`src/rtl/ram_req_bridge.sv`:
```
// Single-outstanding request bridge onto one synchronous RAM port (1-cycle read latency).
// Accepted requests are range/alignment checked; errors never touch the RAM.
module ram_req_bridge #(
   parameter int unsigned DEPTH_WORDS = 131072,
   parameter int unsigned ADDR_W      = 19
) (
   input  logic              clk,
   input  logic              resetn,
   input  logic              req_valid,
   output logic              req_ready,
   input  logic              req_we,
   input  logic [3:0]        req_wstrb,
   input  logic [ADDR_W+1:0] req_addr,
   input  logic [31:0]       req_wdata,
   output logic              rsp_valid,
   input  logic              rsp_ready,
   output logic [31:0]       rsp_rdata,
   output logic              rsp_err,
   output logic              ram_en,
   output logic [3:0]        ram_we,
   output logic [ADDR_W-1:0] ram_addr,
   output logic [31:0]       ram_din,
   input  logic [31:0]       ram_dout
);

   typedef enum logic [1:0] {IDLE, RD_WAIT, RESP} state_t;

   // One extra bit so a depth of exactly 2**ADDR_W still compares correctly
   localparam logic [ADDR_W:0] DEPTH_LIM = (ADDR_W + 1)'(DEPTH_WORDS);

   state_t            state;
   logic [ADDR_W-1:0] word_addr;
   logic              req_err;
   logic              accept;

   assign word_addr = req_addr[ADDR_W+1:2];
   assign req_err   = (req_addr[1:0] != 2'b00) || ({1'b0, word_addr} >= DEPTH_LIM);
   // Gated by resetn so ready drops the instant reset asserts
   assign req_ready = resetn && (state == IDLE);
   assign accept    = req_valid && req_ready;

   // RAM port is driven only in the accept cycle of a valid request
   always_comb begin
      ram_en   = 1'b0;
      ram_we   = 4'b0000;
      ram_addr = '0;
      ram_din  = '0;
      if (accept && !req_err) begin
         ram_en   = 1'b1;
         ram_addr = word_addr;
         if (req_we) begin
            ram_we  = req_wstrb;
            ram_din = req_wdata;
         end
      end
   end

   // Request/response FSM with registered response outputs
   always_ff @(posedge clk or negedge resetn) begin
      if (!resetn) begin
         state     <= IDLE;
         rsp_valid <= 1'b0;
         rsp_rdata <= '0;
         rsp_err   <= 1'b0;
      end else begin
         case (state)
            IDLE: begin
               if (accept) begin
                  rsp_rdata <= '0;
                  if (req_err) begin
                     state     <= RESP;
                     rsp_valid <= 1'b1;
                     rsp_err   <= 1'b1;
                  end else if (req_we) begin
                     state     <= RESP;
                     rsp_valid <= 1'b1;
                     rsp_err   <= 1'b0;
                  end else begin
                     state   <= RD_WAIT;
                     rsp_err <= 1'b0;
                  end
               end
            end
            RD_WAIT: begin
               rsp_rdata <= ram_dout;
               rsp_valid <= 1'b1;
               state     <= RESP;
            end
            RESP: begin
               if (rsp_ready) begin
                  rsp_valid <= 1'b0;
                  rsp_rdata <= '0;
                  rsp_err   <= 1'b0;
                  state     <= IDLE;
               end
            end
            default: begin
               state     <= IDLE;
               rsp_valid <= 1'b0;
               rsp_rdata <= '0;
               rsp_err   <= 1'b0;
            end
         endcase
      end
   end

endmodule

```
`config.mk`:
```
export PLATFORM = sky130hd
export DESIGN_NAME = ram_req_bridge
export DESIGN_NICKNAME = d
export VERILOG_FILES = /design/src/rtl/ram_req_bridge.sv
export SDC_FILE = /design/constraint.sdc
export NUM_CORES = 1
export LEC_CHECK = 0
export CAP_MARGIN = 20
export CORE_MARGIN = 1
export CORE_UTILIZATION = 25
export DETAILED_ROUTE_END_ITERATION = 8
export MAX_ROUTING_LAYER = met4
export PLACE_DENSITY = 0.73
export RECOVER_POWER = 25
export SLEW_MARGIN = 25
export SYNTH_ARGS = -nofsm -noshare
export SYNTH_HDL_FRONTEND = slang
export SYNTH_SLANG_ARGS = --single-unit
export TNS_END_PERCENT = 100
```
`constraint.sdc`:
```
create_clock -name clk -period 4.1 [get_ports clk]
set_input_delay 0.615 -clock clk [delete_from_list [all_inputs] [get_ports clk]]
set_output_delay 0.615 -clock clk [all_outputs]
set_load 0.01 [all_outputs]
```
# After elaboration in Yosys (flattened, before gate mapping)
# Cells that the tools add are included.
# Widths: inputs -> output; s select.
# word_totals
mem_bits_rw	0
mem_bits_ro	0
in_bits	94
out_inout_bits	91
regBits	36
mem_count	0
latch_bits	0
word_cells	43
# op_classes
magnitude_cmp	1
div_mod_pow	0
n_mux	22
shifts	0
reduce_logical	10
addsub	0
bitwise_logic	1
multipliers	0
eq_ne	5
# ops
op	count
$mux 32	4
$pmux 32 s3	1
$ge 19x18->1 const B	1
$mux 19	1
$mux 2	4
$mux 4	2
$mux 1	7
$pmux 1 s3	2
$pmux 2 s3	1
$reduce_and 3->1	2
$ne 2x2->1 const B	2
$logic_and 1x1->1	3
$ne 3x3->1 const B	1
$eq 2x1->1 const B	1
$eq 2x2->1 const B	1
$logic_not 2->1	1
$reduce_and 2->1	1
$reduce_bool 2->1	1
$logic_not 1->1	1
$logic_or 1x1->1	1
$not 1->1	1

# Depth between registers and ports, before layout
# logic_depth
word_depth	5
depth_mapped	5
depth_no_buf	3

# Least setup slack after synthesis
# Ideal clock, no wire load.
# synth_path
kind	input to output
start	input req_addr[1]
end	output ram_din[0]
setup_slack_ns	1.604
n_path_buf	1
stages	4
arrival_ns	1.881
t_required_ns	3.485
cell_sequence	or4_4 -> nor3_4 -> buf_6 -> and3_1
# synth_via
elab_chain_len	5
# synth_lines
element	line	text
start: declaration	13	input logic [ADDR_W+1:0] req_addr,
$reduce_bool 2->1	37	assign req_err = (req_addr[1:0] != 2'b00) || ({1'b0, word_addr} >= DEPTH_LIM);
$logic_or 1x1->1	37	
$logic_not 1->1	48	if (accept && !req_err) begin
$logic_and 1x1->1	48	
$mux 32	48	
end: declaration	22	output logic [31:0] ram_din,
# No other way between the ends.

# Worst setup path in the final report
# layout_path
start	input req_addr[1]
end	output ram_we[1]
# layout_via
elab_chain_len	5
# layout_lines
element	line	text
$reduce_bool 2->1	37	
$logic_or 1x1->1	37	
$logic_not 1->1	48	
$logic_and 1x1->1	48	
$mux 4	48	
end: declaration	20	output logic [3:0] ram_we,
# No other way between the ends.

==> flow_metrics.py <==
metrics = {
    "detailed_routing": {
        "wl_per_cell_um": 14.4,
        "wl_met3_um": 565,
        "met1_length_um": 2610,
        "routed.top_layer": "met4",
        "drtIter0Drc": 56,
        "wl_met2_um": 2980,
        "vias": 1915,
        "routed_wl_um": 6180,
        "viasPerCell": 4.46,
        "drtAntennaViolNets": 0,
        "dr.pass1.iters": 4,
        "drc": 0,
    },
    "timing": {
        "hold_violations": 0,
        "slew_headroom_pct": 37.6,
        "finalHoldWorstSlack_ns": 0.439,
        "setup_violations": 0,
        "finClkSkew_ns": 0.00540,
        "fin_crit_sh_pct": 83.8,
        "tightest_slew_ns": 0.933,
        "fmax_ghz": 0.291,
        "rsz0062_at_grt": "no",
        "fin_crit_ns": 3.43,
        "fin_tns_setup_ns": 0,
        "finalMaxSlewViolations": 0,
    },
    "worst_setup_path": {
        "reg2reg_slack_ns": 2.38,
        "worstReg2RegStart": "state[0]",
        "required_ns": 3.48,
        "worstSetupPathType": "in -> out",
        "path_delay_family": "buffers and inverters",
        "reg2reg_depth": 3,
        "worst_setup_path_start_kind": "input port",
        "path_depth": 6,
        "slowest_delay_ns": 0.58,
        "crit_path_start": "req_addr[1]",
        "r2r_end": "rsp_rdata[11]",
        "cp_cell_sequence": "clkdlybuf4s50_1, or4_4, nor3_4, buf_4, and3_2, clkdlybuf4s50_1",
        "cp.arrival_ns": 2.82,
        "cp.buffers_inverters": 3,
        "critPathCaptureType": "output port",
        "crit_path_end": "ram_we[1]",
        "cpMaxStageDelayCell": "or4_4",
        "crit_top_cell": "clkdlybuf4s50_1",
        "path_max_fanout": 36,
    },
    "die": {
        "start_util_pct": 25.9,
        "fp-row-count": 30,
        "fp.dieW_um": 86.0,
        "coreArea_um2": 6790,
        "io_pins": 185,
        "fp.dieH_um": 86.0,
        "fp.dieArea_um2": 7390,
    },
    "grt": {
        "grt-ovfl-total": 0,
        "grt_pass1_vias": 1782,
        "grt_usage_pct": 16.6,
        "grt_start_max_net_pins": 39,
        "antenna_found_initial": 0,
        "grt_pass1_wl_um": 9180,
    },
    "clock_network": {
        "path_clk_slew_ns": 0.07,
        "cts_root_buf": "clkbuf_8",
        "cts-buffers-inserted": 5,
        "cts_resized": 0,
        "postCtsSetupRepairBufs": 0,
        "insertion_delay_ns": 0.28,
        "cts_max_path_buffers": 2,
        "cts_tree": "done",
        "cts_sinks": 36,
        "htreeDepth": 2,
        "cts-hold-fix-buffers": 0,
    },
    "yosys": {
        "netlist_area_um2": 1760,
        "ys_seq_area_share_pct": 51.1,
        "synth_compound_area_share_pct": 18.4,
        "synth_warnings": 0,
        "avgSynthCellArea_um2": 11.2,
        "synthTopCellsByArea": "dfrtp_1, a22o_1, and3_1, and2_1, buf_6",
        "ys_ff_latch": 36,
        "synth_top_area_cell": "dfrtp_1",
        "synthFlopType": "dfrtp_1",
        "synth_edf_count": 0,
        "synth_top_area_share_pct": 51.1,
        "synthArstFlopShare_pct": 100,
        "synthSimpleGateAreaFrac_pct": 23.6,
        "synth.most_common_cell": "dfrtp_1",
        "yosys.area_share.xor_xnor_pct": 0,
        "synth_common_cells": "dfrtp_1, and3_1, a22o_1",
        "synth.mux.area_fraction_pct": 0,
        "synth_top_family_by_area": "simple AND/OR/NAND/NOR gates",
        "synth_cell_types": 23,
        "syn_inst": 158,
        "synthAdderAreaFrac_pct": 0,
    },
    "pwr": {
        "ir_worst_vdd_mv": 0.121,
        "power_density_nw_per_um2": 214,
        "finalPower_uw": 792,
        "p_leak_uw": 0.00165,
    },
    "status": {
        "status": "completed",
    },
    "placement": {
        "dp.cells": 422,
        "place_congestion": 0.736,
        "io_buffers": 182,
        "place_hpwl_um": 4770,
    },
    "hold_path": {
        "hold_path.class": "in -> async",
    },
    "final_layout": {
        "fin_cells": 429,
        "fillers": 622,
        "regArea_um2": 901,
        "area_growth_pct": 110,
        "fin_util_pct": 54.4,
        "drive_gt1_share_pct": 5.41,
        "antenna_cells": 0,
        "num-nets-final": 427,
        "multi_input_area_um2": 751,
    },
    "run": {
        "max_cap_violations": 0,
    },
}
## cell families (layout without fill, tap and decap cells)
kind of cell / after synthesis / after routing
AOI/OAI and AO/OA: 39 / 39
buffers and inverters: 19 / 193
DFF: 36 / 36
other: 1 / 2
and+or+nand+nor: 63 / 63
## sequential cells by signal (all words and copies together), names as in the netlist
name and cells:
rsp_rdata 32, rsp_err 1, rsp_valid 1, state 2
## per-stage QoR
| step | worst slack, ns | area (µm²) |
|---|---|---|
| finish | 0.665 | 3690 |
| global route | 0.533 | 3690 |
| CTS | 0.656 | 3700 |
| detailed placement | 0.658 | 3620 |
| global placement | 0.687 | 3620 |
| floorplan | 1.60 | 1770 |
## cell usage in the layout (no fill, tap or decap), drive strengths merged, types with 2 or more instances in the layout
cell / n
dfrtp: 36
and2: 19
conb: 2
dlygate4sd3: 4
clkbuf: 7
clkdlybuf4s50: 177
buf: 4
o21ai: 3
and3: 37
a22o: 32
## routing by layer
metal	GRT usage, %	vias up
li1	-	925
met1	20.0	884
met2	26.8	104
met3	5.68	2
met4	3.64	0
met5	-	-
## worst min-delay path by stage
stage,end,slack (ns)
floorplan,rsp_err,0.32
global placement,rsp_rdata[14],0.48
detailed placement,rsp_rdata[5],0.48
CTS,rsp_rdata[1],0.42
global route,state[0],0.49
finish,rsp_rdata[1],0.44
## cell type report
class / count / area share [%]
timing repair buffer: 186 / 49.9
tap: 96 / 3.25
multi-input combinational: 104 / 20.3
sequential: 36 / 24.4
clock buffer: 6 / 1.96
clock inverter: 1 / 0.135
## report_power, final
part / switching (µW) / internal (µW)
Combinational: 68.6 / 115
Clock: 116 / 115
Sequential: 10.7 / 367
Note: power is estimated with default switching activity, not from simulation.
